==> src/rtl/morse_tx.sv <==
// Morse/pattern LED transmitter: shifts a captured bit pattern out MSB-first,
// one symbol per programmable period, with optional gapped repetition.
module morse_tx #(
    parameter  int MAXLEN   = 16,
    parameter  int DIV_W    = 26,
    parameter  int GAP_SYMS = 7,
    localparam int LW       = $clog2(MAXLEN + 1)
) (
    input  logic              clock,
    input  logic              reset,
    input  logic [MAXLEN-1:0] pattern,
    input  logic [LW-1:0]     length,
    input  logic [DIV_W-1:0]  divider,
    input  logic              start,
    input  logic              repeat_en,
    input  logic              abort,
    output logic              led,
    output logic              busy,
    output logic              done,
    output logic              tick
);

    localparam int GW = $clog2(GAP_SYMS + 1);

    localparam logic [1:0] S_IDLE = 2'd0;
    localparam logic [1:0] S_SEND = 2'd1;
    localparam logic [1:0] S_GAP  = 2'd2;

    logic [1:0]        state;
    logic [MAXLEN-1:0] shreg;
    logic [MAXLEN-1:0] cap_pattern;
    logic [LW-1:0]     bit_cnt;
    logic [LW-1:0]     cap_len;
    logic [LW-1:0]     len_clamped;
    logic [GW-1:0]     gap_cnt;
    logic [DIV_W-1:0]  div_cnt;
    logic [DIV_W-1:0]  cap_div;
    logic              sym_end;

    assign len_clamped = (length > LW'(MAXLEN)) ? LW'(MAXLEN) : length;

    // The divider counter sits at 0 on the last cycle of every symbol period.
    assign sym_end = (state != S_IDLE) && (div_cnt == '0);
    assign busy    = (state != S_IDLE);
    assign tick    = sym_end;

    // NOTE: all state is updated with non-blocking assignments so every
    // register samples the values from before this edge, regardless of order.
    always_ff @(posedge clock) begin
        if (reset) begin
            state       <= S_IDLE;
            led         <= 1'b0;
            done        <= 1'b0;
            shreg       <= '0;
            cap_pattern <= '0;
            bit_cnt     <= '0;
            cap_len     <= '0;
            gap_cnt     <= '0;
            div_cnt     <= '0;
            cap_div     <= '0;
        end else begin
            done <= 1'b0;
            if (state != S_IDLE && abort) begin
                state   <= S_IDLE;
                led     <= 1'b0;
                shreg   <= '0;
                bit_cnt <= '0;
                gap_cnt <= '0;
                div_cnt <= '0;
            end else begin
                case (state)
                    S_IDLE: begin
                        if (start && !abort) begin
                            if (length != '0) begin
                                state       <= S_SEND;
                                cap_pattern <= pattern;
                                cap_len     <= len_clamped;
                                cap_div     <= divider;
                                shreg       <= pattern;
                                bit_cnt     <= len_clamped;
                                div_cnt     <= divider;
                                led         <= pattern[MAXLEN-1];
                            end else begin
                                done <= 1'b1;
                            end
                        end
                    end

                    S_SEND: begin
                        if (!sym_end) begin
                            div_cnt <= div_cnt - DIV_W'(1);
                        end else if (bit_cnt == LW'(1)) begin
                            // Last symbol: repeat_en is only looked at here.
                            shreg   <= '0;
                            bit_cnt <= '0;
                            led     <= 1'b0;
                            if (repeat_en) begin
                                state   <= S_GAP;
                                gap_cnt <= GW'(GAP_SYMS);
                                div_cnt <= cap_div;
                            end else begin
                                state   <= S_IDLE;
                                done    <= 1'b1;
                                div_cnt <= '0;
                            end
                        end else begin
                            shreg   <= shreg << 1;
                            bit_cnt <= bit_cnt - LW'(1);
                            led     <= shreg[MAXLEN-2];
                            div_cnt <= cap_div;
                        end
                    end

                    S_GAP: begin
                        if (!sym_end) begin
                            div_cnt <= div_cnt - DIV_W'(1);
                        end else begin
                            div_cnt <= cap_div;
                            if (gap_cnt == GW'(1)) begin
                                state   <= S_SEND;
                                gap_cnt <= '0;
                                shreg   <= cap_pattern;
                                bit_cnt <= cap_len;
                                led     <= cap_pattern[MAXLEN-1];
                            end else begin
                                gap_cnt <= gap_cnt - GW'(1);
                            end
                        end
                    end

                    default: begin
                        state <= S_IDLE;
                        led   <= 1'b0;
                    end
                endcase
            end
        end
    end

endmodule

==> config.mk <==
export PLATFORM = sky130hd
export DESIGN_NAME = morse_tx
export DESIGN_NICKNAME = d
export VERILOG_FILES = /design/src/rtl/morse_tx.sv
export SDC_FILE = /design/constraint.sdc
export NUM_CORES = 1
export LEC_CHECK = 0
export CAP_MARGIN = 5
export CORE_MARGIN = 1.5
export CORE_UTILIZATION = 40
export DETAILED_ROUTE_END_ITERATION = 8
export SETUP_SLACK_MARGIN = 0.5
export SYNTH_ARGS = -nofsm -noshare
export SYNTH_HDL_FRONTEND = slang
export SYNTH_SLANG_ARGS = --single-unit
==> constraint.sdc <==
create_clock -name clock -period 3.1 [get_ports clock]
set_input_delay 0.62 -clock clock [delete_from_list [all_inputs] [get_ports clock]]
set_output_delay 0.62 -clock clock [all_outputs]
set_load 0.1 [all_outputs]
======== Word level (Yosys, flattened, before mapping) ========
Cells that the tools add are included.
storage, ports and cells
  bits in registers ....................... 100
  input port bits ......................... 52
  output and inout bits ................... 4
  logic and storage cells ................. 92
cells by class
  add/subtract/negate cells ............... 3
  magnitude comparators ................... 1
  equality and inequality tests ........... 11
  muxes and demuxes ....................... 49
  bitwise logic cells ..................... 1
  reduce and logical (&&, ||, !) cells .... 17
operators with widths
  kind                   number
  $mux 26                6
  $mux 15                6
  $pmux 26 s3            1
  $pmux 15 s3            1
  $mux 5                 7
  $logic_not 26->1       1
  $sub 26x1->26 const B  1
  $mux 3                 5
  $pmux 5 s3             1
  $mux 2                 7
  $ne 2x2->1 const B     7
  $reduce_and 6->1       2
  $mux 1                 11
  $reduce_and 5->1       2
  $pmux 2 s3             1
  $pmux 3 s2             1
  $eq 5x1->1 const B     1
  $gt 5x5->1 const B     1
  $reduce_bool 5->1      1
  $sub 5x1->5 const B    1
  $reduce_and 4->1       1
  $reduce_bool 2->1      2
  $eq 3x1->1 const B     1
  $logic_and 1x1->1      3
  11 further kinds       11

======== Depth between registers and ports, before layout ========
Gate-level depths: netlist of run 1.
  depth in word-level cells ............... 5
  mapped depth ............................ 11

======== Worst setup path before layout of run 1 ========
Ideal clock, no wire load.
  path type ............................... register to register
  from .................................... reg div_cnt[4]
  to ...................................... reg div_cnt[23]
  setup time .............................. 0.135 ns
  data arrival time ....................... 3.884 ns
  data required time ...................... 2.965 ns
  setup slack ............................. -0.919 ns
  cell stages (with the launch flop) ...... 7
  clock period less this slack ............ 4.019 ns
  cells stage by stage .................... dfxtp_1 > or4_4 > or3_1 > nor4_2 > nor2_1 > a221oi_1 > a211oi_1
on the way
  longest elaborated chain between the ends .. 4
  elaborated cells on any way between the ends .. 6
ends and longest elaborated chain
  what                        line     source
  start: declaration          36       logic [DIV_W-1:0] div_cnt;
  start signal: assignment    81       div_cnt <= divider;
  start signal: assignment    91       div_cnt <= div_cnt - DIV_W'(1);
  start signal: assignment    100      div_cnt <= cap_div;
  $logic_not 26->1 *          43       assign sym_end = (state != S_IDLE) && (div_cnt == '0);
  $logic_and 1x1->1 *         43
  via tick                    20       output logic tick
  $mux 26 (on tied branches)  115, 90
  $pmux 26 s3 *               71       case (state)
Mark *: on every way through the listed nets, which the timed path passes. The rest lies on a longest branch.
A chain may end at the register's enable or synchronous reset.

======== Worst setup path after layout of run 1 ========
  from .................................... reg div_cnt[5]
  to ...................................... out tick
on the way
  longest elaborated chain between the ends .. 2
ends and longest elaborated chain
  what               line
  $logic_not 26->1   43
  $logic_and 1x1->1  43
  end: declaration   20
No other way between the ends.

==> results.json, run 1 <==
{
  "run_status": "complete, no violations",
  "yosysMostFrequentCell": "nand2_1",
  "grt_setup_unrepaired": "yes",
  "min_to": "cap_div[1]",
  "wirelength_mm": 15.5,
  "ff2ff_setup_slack_ps": 580,
  "cp_slowest_cell": "or4_4",
  "muxShareOfSynthArea": 0.00389,
  "critical-path-top-delay-family": "simple AND/OR/NAND/NOR gates",
  "via_per_inst": 5.68,
  "pin_count": 56,
  "crit_fanout": 6,
  "ys_seq_area_frac": 0.389,
  "syn_nets": 738,
  "crit_type": "reg2out",
  "vias": 5185,
  "setup-violations-final": 0,
  "power.density_nw_per_um2": 711,
  "post-route-period-util": 0.878,
  "first_pass_iters": 7,
  "p_int_mw": 2.83,
  "tightest_slew_ps": 616,
  "synth-simple-area-share": 0.228,
  "p_sw_frac": 0.381,
  "grt-ovfl-total": 0,
  "die_y_um": 116,
  "reg2regPathDepth": 9,
  "holdCritPathClass": "reg2reg",
  "ys_types": 55,
  "slew_headroom": 0.589,
  "grt_usage": 0.239,
  "clk_path_buf_depth": 2,
  "synth_ff_type": "dfxtp_1",
  "grt_pass1_vias": 4802,
  "synthAdderAreaFrac": 0.0219,
  "cts.clk_slew.worst_paths_ps": 70,
  "fin_skew_ps": 6.20,
  "final_max_slew_viol_count": 0,
  "cp.arrival_ps": 2100,
  "initial_core_util": 0.410,
  "cts_tree": "done",
  "synth-seq-cells": 100,
  "synth_compound_area_frac": 0.287,
  "r2r_start": "div_cnt[0]",
  "critPathRequiredTime_ps": 2480,
  "final_hold_viol_count": 0,
  "insertion_delay_ps": 360,
  "power.leakage_nw": 2.32,
  "antenna_cells": 0,
  "post-dp-hpwl_mm": 10.0,
  "min_path_cells": 2,
  "route.detailed.drc": 0,
  "hp-start": "cap_div[1]",
  "syn_avg_cell_area_um2": 7.60,
  "post_drt_wl_per_cell_um": 17.0,
  "core_um2": 12600,
  "syn2layout_area_growth_pct": 25.1,
  "grt_start_max_net_pins": 44,
  "cts-buffers-inserted": 9,
  "drtIter0Drc": 371,
  "yosys_warnings": 0,
  "whs_ps": 450,
  "syn_inst": 677,
  "seqPwrFrac": 0.370,
  "async_reset_ff_frac": 0,
  "crit_path_max_incr_delay_ps": 560,
  "synth.top_cell.area_share": 0.389,
  "crit_chain": "or4_4 -> or3_4 -> nor4_4 -> buf_4 -> buf_12",
  "synth_top_family_by_area": "compound AO/OA/AOI/OAI gates",
  "ys_top_cells_by_count": "nand2_1, a21oi_1, dfxtp_1",
  "critical_path.startpoint_type": "register",
  "die_width_um": 116,
  "combPwrFrac": 0.387,
  "p_sw_mw": 1.75,
  "cts_max_level": 3,
  "synth_edf_count": 0,
  "rows": 41,
  "fin_crit_ps": 2720,
  "p_clk_frac": 0.243,
  "portBuffers": 55,
  "synth_top_area_cell": "dfxtp_1",
  "max-vdd-ir-drop_uv": 331,
  "clock.fmax_mhz": 367,
  "fin_nets": 798,
  "detail-route-antenna-nets": 0,
  "fin_area_um2": 6440,
  "cts.sinks": 100,
  "drive_gt1_frac": 0.116,
  "syn_area_um2": 5150,
  "synth_xor_area_frac": 0.0221,
  "antenna_found_initial": 0,
  "cp_num_buf_inv": 2,
  "postPlaceCellArea_um2": 6010,
  "reg2reg_to": "shreg[2]",
  "die_area_um2": 13600,
  "grt_pass1_wl_mm": 25.0,
  "place_congestion": 0.825,
  "drv_cap": 0,
  "end_kind": "output port",
  "total_power_mw": 4.58,
  "yosys-top-cells-area": "dfxtp_1, a21oi_1, nand2_1",
  "root_buffer": "clkbuf_16"
}
## cell families after synthesis
| kind of cell | count (synthesis) |
|---|---|
| xor gates and xnor gates | 13 |
| and+or+nand+nor | 249 |
| buffers and inverters | 62 |
| AOI/OAI and AO/OA | 242 |
| muxes | 2 |
| DFF | 100 |
| adders and majority gates | 9 |
## registers in the layout (all words and copies together), names as in the netlist
register,count
led,1
cap_div,26
state,2
cap_pattern,16
done,1
gap_cnt,3
bit_cnt,5
cap_len,5
shreg,15
div_cnt,26
## cell usage in the layout, fill, tap and decap left out, drive strengths merged, types with 5 or more instances in the layout
master / netlist / final
nand2: 136 / 136
a221o: 15 / 15
o22ai: 5 / 5
or3: 6 / 6
clkdlybuf4s50: 0 / 50
a31oi: 8 / 8
a211oi: 10 / 10
xor2: 5 / 5
clkbuf: 36 / 14
ha: 9 / 9
inv: 14 / 13
nand2b: 5 / 5
and3: 9 / 9
nand3: 10 / 10
o211ai: 17 / 17
a21oi: 115 / 115
or4: 6 / 6
dfxtp: 100 / 100
nor4: 9 / 9
xnor2: 8 / 8
a21o: 5 / 5
a221oi: 5 / 5
nor3: 14 / 14
buf: 11 / 46
nor2: 31 / 31
o21ai: 48 / 48
## per-stage QoR
step	worst slack (ps)	setup TNS (ps)	util	std cells
5_1_grt	340	0	0.512	913
3_3_place_gp	100	0	0.478	890
6_report	378	0	0.512	913
3_5_place_dp	-16.2	-62.5	0.478	890
4_1_cts	380	0	0.505	907
2_1_floorplan	151	0	-	677
## power groups by stage
stage,Sequential (mW),Combinational [mW],Clock [mW]
floorplan,1.67,1.17,0
global placement,1.70,1.65,0
detailed placement,1.70,1.67,0
CTS,1.68,1.70,1.14
global route,1.72,1.94,1.19
finish,1.69,1.77,1.11
## per-layer routing
layer / track usage / vias up / wire, um
met2: 0.413 / 169 / 7510
met1: 0.300 / 2455 / 6880
met4: 0.0740 / 0 / 218
met5: 0 / - / 0
met3: 0.0493 / 17 / 937
li1: - / 2544 / -
## worst max-delay path by stage
| stage | from | slack, ps | cells past startpoint | to |
|---|---|---|---|---|
| 2_1_floorplan | div_cnt[7] | 150 | 3 | tick |
| 3_3_place_gp | length[1] | 100 | 8 | cap_len[1] |
| 3_5_place_dp | length[1] | -20 | 8 | cap_div[12] |
| 4_1_cts | div_cnt[5] | 380 | 5 | tick |
| 5_1_grt | div_cnt[5] | 340 | 5 | tick |
| 6_report | div_cnt[5] | 380 | 5 | tick |
## layout make-up
cell class	count	area, um^2
Sequential cell	100	2000
Multi-Input combinational cell	515	3000
Clock buffer	14	284
Tap cell	172	215
Clock inverter	1	5.00
Inverter	15	60.1
Fill cell	1264	6130
Timing Repair Buffer	96	868
## tightest hold or removal path, stage by stage, from the launching register on
cell and delay [ps]:
dfxtp_1 310, nand2_1 50, a21oi_1 50
## what timing repair did
| action | 4_1_cts | 5_1_grt |
|---|---|---|
| cloned | 0 | 0 |
| pin swaps | 2 | 5 |
| setup buffers | 2 | 6 |
| hold buffers | 0 | 0 |
| endpoints found under the setup margin | 56 | 29 |
| gates resized for setup | 5 | 9 |
Power figures use the tool's default switching activity.
==> run 2, diff against run 1 <==
clock period = 3.2 ns   (was 3.1 ns; I/O delays follow)
==> run 2 against run 1 <==
Highest routed layer unchanged. Sequential cell count did not move. Final cell count fell by 0.88%. Combinational power fell by 6%. Largest power group unchanged.
==> results.json, run 2 (synthesized netlist as in run 1, its figures left out) <==
{
  "portBuffers": 55,
  "route.detailed.drc": 0,
  "max-vdd-ir-drop_uv": 395,
  "grt_start_max_net_pins": 49,
  "drive_gt1_frac": 0.0996,
  "num-fill-cells": 1245,
  "p_sw_frac": 0.385,
  "critPathRequiredTime_ps": 2560,
  "grt_setup_unrepaired": "yes",
  "cts_max_level": 3,
  "grt_usage": 0.236,
  "final_hold_viol_count": 0,
  "die_width_um": 116,
  "final_max_slew_viol_count": 0,
  "syn2layout_area_growth_pct": 23.1,
  "post-route-period-util": 0.858,
  "crit_type": "reg2out",
  "via_per_inst": 5.59,
  "p_sw_mw": 1.66,
  "dp_cells": 885,
  "cts_tree": "done",
  "stdcell_count": 905,
  "cp.arrival_ps": 2110,
  "clock.fmax_mhz": 364,
  "vias": 5063,
  "cts.sinks": 100,
  "fin_crit_ps": 2750,
  "critical_path.startpoint_type": "register",
  "cts.clk_slew.worst_paths_ps": 60,
  "power.leakage_nw": 2.26,
  "antenna_found_initial": 0,
  "die_area_um2": 13600,
  "drtIter0Drc": 313,
  "crit_fanout": 2,
  "hold_buffers": 0,
  "grt-ovfl-total": 0,
  "cts-buffers-inserted": 9,
  "rows": 41,
  "regArea_um2": 2010,
  "p_clk_frac": 0.236,
  "root_buffer": "clkbuf_16",
  "p_int_mw": 2.65,
  "whs_ps": 454,
  "fin_skew_ps": 5.72,
  "final_cell_mix": "nand2_1, a21oi_1, dfxtp_1",
  "slew_headroom": 0.577,
  "drv_cap": 0,
  "tightest_slew_ps": 632,
  "multiInputGateArea_um2": 2990,
  "top_regs": "cap_div: 26 flops, div_cnt: 26 flops, cap_pattern: 16 flops",
  "final_common_cell": "nand2_1",
  "power.density_nw_per_um2": 681,
  "detail-route-antenna-nets": 0,
  "holdCritPathClass": "reg2reg",
  "combPwrFrac": 0.384,
  "post-dp-hpwl_mm": 9.94,
  "setup-violations-final": 0,
  "end_kind": "output port",
  "run_status": "complete, no violations",
  "place_congestion": 0.844,
  "die_y_um": 116,
  "pin_count": 56,
  "antenna_cells": 0,
  "core_um2": 12600,
  "wirelength_mm": 15.2,
  "clk_path_buf_depth": 2,
  "total_power_mw": 4.31,
  "final_util": 0.504,
  "seqPwrFrac": 0.380,
  "post_drt_wl_per_cell_um": 16.8,
  "first_pass_iters": 5,
  "finalSetupTns_ps": 0,
  "grt_pass1_vias": 4807,
  "initial_core_util": 0.410,
  "insertion_delay_ps": 350,
  "fin_nets": 789,
  "grt_pass1_wl_mm": 24.6
}
==> run 2: cell types whose count changed in the layout (fill, tap and decap cells not counted), sizes merged <==
cell	before	now
buf	46	37
clkinv	2	3
==> run 2: worst paths after layout <==
kind / startpoint / slack (ps) / cells past startpoint / endpoint
setup / recovery: div_cnt[5] / 450 / 4 / tick
hold / removal: cap_len[3] / 450 / 2 / cap_len[3]
setup reg to reg: div_cnt[0] / 660 / 9 / shreg[0]
hold reg to reg: cap_len[3] / 450 / 2 / cap_len[3]
==> run 2: power by group through the flow <==
stage                     sequential (mW)  clock, mW  combinational (mW)
after floorplan                      1.62          0                1.13
after global placement               1.64          0                1.56
after detailed placement             1.65          0                1.58
after CTS                            1.64       1.04                1.64
after global routing                 1.67       1.10                1.82
final                                1.64       1.02                1.66
==> run 2: routing by layer <==
layer	wire, um	GRT usage
met2	7190	0.390
met3	768	0.0597
met1	7000	0.301
met4	214	0.0764
met5	0	0
==> run 2: timing repair <==
action                     CTS  global route
setup endpoints to repair    5             4
gates resized for setup      7             3
buffers inserted             4             0
pin swaps                    2             0
==> run 2: per-stage QoR <==
| stage | setup slack [ps] | cell area [um^2] |
|---|---|---|
| after floorplan | 231 | 5170 |
| after global placement | 412 | 5980 |
| after detailed placement | 337 | 5980 |
| after CTS | 446 | 6320 |
| after global routing | 382 | 6340 |
| final | 454 | 6340 |
==> run 2: layout make-up <==
type / count / share of cell area
timing repair buffer: 87 / 0.127
sequential: 100 / 0.317
inverter: 15 / 0.00947
multi-input combinational: 515 / 0.471
tap: 172 / 0.0340
clock inverter: 2 / 0.00158
clock buffer: 14 / 0.0401
==> run 2: worst max-delay path, stage by stage, from the launching register on <==
cell     delay (ps)
dfxtp_4         350
or4_4           540
or3_4           360
nor4_4          280
buf_12          230
==> run 3, diff against run 2 <==
CORE_UTILIZATION = 61   (was 40)
PLACE_DENSITY = 0.85   (was unset)
==> run 3 against run 2 <==
Hold slack better by 5.2 ps. Maximum frequency is 0.38% lower. Clock-buffer cell count is 3 lower. Final cell count is 7.3% lower. Design area is 3.1% lower. Global-route usage is 9.2 points higher. Routed wire length is 5.8% lower.
==> results.json, run 3 (synthesized netlist as in run 1, its figures left out) <==
{
  "p_clk_frac": 0.198,
  "place_congestion": 0.896,
  "cts_tree": "done",
  "rows": 33,
  "run_status": "complete, no violations",
  "setup-violations-final": 0,
  "initial_core_util": 0.630,
  "portBuffers": 55,
  "die_width_um": 94.9,
  "power.density_nw_per_um2": 666,
  "stdcell_count": 839,
  "cts_max_level": 3,
  "via_per_inst": 6.31,
  "vias": 5296,
  "final_cell_mix": "nand2_1, a21oi_1, dfxtp_1",
  "clk_path_buf_depth": 2,
  "reg2regPathDepth": 8,
  "final_hold_viol_count": 0,
  "crit_fanout": 8,
  "final_common_cell": "nand2_1",
  "p_int_mw": 2.46,
  "drive_gt1_frac": 0.104,
  "holdCritPathClass": "reg2reg",
  "insertion_delay_ps": 370,
  "grt_pass1_vias": 5048,
  "wirelength_mm": 14.3,
  "pin_count": 56,
  "fin_crit_ps": 2760,
  "hold_buffers": 0,
  "ff2ff_setup_slack_ps": 640,
  "cts.clk_slew.worst_paths_ps": 100,
  "tightest_slew_ps": 634,
  "antenna_found_initial": 0,
  "detail-route-antenna-nets": 0,
  "critPathRequiredTime_ps": 2560,
  "grt-ovfl-total": 0,
  "die_area_um2": 9000,
  "cp.arrival_ps": 2120,
  "first_pass_iters": 7,
  "clock.fmax_mhz": 363,
  "p_sw_mw": 1.63,
  "endpoint": "tick",
  "crit_type": "reg2out",
  "finalSetupTns_ps": 0,
  "dp_cells": 819,
  "end_kind": "output port",
  "grt_start_max_net_pins": 49,
  "slew_headroom": 0.577,
  "grt_setup_unrepaired": "yes",
  "grt_pass1_wl_mm": 23.3,
  "r2r_start": "div_cnt[0]",
  "final_max_slew_viol_count": 0,
  "cts.sinks": 100,
  "fin_nets": 790,
  "drtIter0Drc": 396,
  "max-vdd-ir-drop_uv": 376,
  "post-dp-hpwl_mm": 9.27,
  "p_sw_frac": 0.399,
  "post-route-period-util": 0.861,
  "drv_cap": 0,
  "final_util": 0.751,
  "route.detailed.drc": 0,
  "grt_usage": 0.328,
  "syn2layout_area_growth_pct": 19.3,
  "antenna_cells": 0,
  "seqPwrFrac": 0.399,
  "cts-buffers-inserted": 9,
  "post_drt_wl_per_cell_um": 17.0,
  "hp-start": "cap_div[0]",
  "reg2reg_to": "state[0]",
  "root_buffer": "clkbuf_8",
  "fin_skew_ps": 11.8,
  "critPathLaunch": "div_cnt[11]",
  "critical_path.startpoint_type": "register",
  "die_y_um": 94.9,
  "top_regs": "cap_div: 26 flops, div_cnt: 26 flops, cap_pattern: 16 flops",
  "combPwrFrac": 0.402,
  "power.leakage_nw": 2.22,
  "core_um2": 8180
}
==> run 3: how the worst min path moves through the flow <==
stage,end,slack [ps],cells after the start
global route,cap_div[20],480,2
floorplan,cap_div[0],430,2
detailed placement,cap_div[0],450,2
finish,cap_div[0],460,2
CTS,cap_div[0],460,2
global placement,cap_pattern[0],440,2
==> run 3: final cells by class <==
type / instances / area (um^2)
Multi-Input combinational cell: 515 / 2950
Fill cell: 622 / 2030
Tap cell: 105 / 131
Timing Repair Buffer: 88 / 796
Clock buffer: 11 / 131
Sequential cell: 100 / 2010
Clock inverter: 5 / 61.3
Inverter: 15 / 60.1
==> run 3: power groups by stage <==
stage                     logic, mW  clock network, mW  registers, mW
after floorplan                1.13                  0           1.62
after global placement         1.52                  0           1.64
after detailed placement       1.57                  0           1.65
after CTS                      1.60              0.821           1.62
after global routing           1.80              0.865           1.66
final                          1.65              0.812           1.63
==> run 3: timing repair <==
item,CTS,global route
resized for setup,4,2
setup endpoints to repair,3,4
buffers inserted,4,0
pin swaps,2,0
==> run 3: per-stage QoR <==
| stage | instance area (um^2) | total power [mW] | hold WS [ps] | setup WS [ps] |
|---|---|---|---|---|
| after floorplan | 5170 | 2.75 | 432 | 231 |
| after global placement | 5890 | 3.16 | 438 | 484 |
| after detailed placement | 5890 | 3.22 | 446 | 439 |
| after CTS | 6130 | 4.05 | 458 | 454 |
| after global routing | 6140 | 4.32 | 479 | 393 |
| final | 6140 | 4.09 | 459 | 444 |
==> run 3: critical path, cell delays in order, from the launching register on <==
cell	delay, ps
dfxtp_1	400
nor4_2	500
nand4_2	250
nor4_4	380
buf_12	220
==> run 3: layer usage <==
metal / vias to the layer above / global-route usage / wire [um] / share of wire
li1: 2535 / - / - / -
met1: 2435 / 0.407 / 5870 / 0.41
met2: 275 / 0.545 / 6820 / 0.48
met3: 51 / 0.0676 / 1140 / 0.080
met4: 0 / 0.149 / 460 / 0.032
met5: - / 0 / 0 / 0
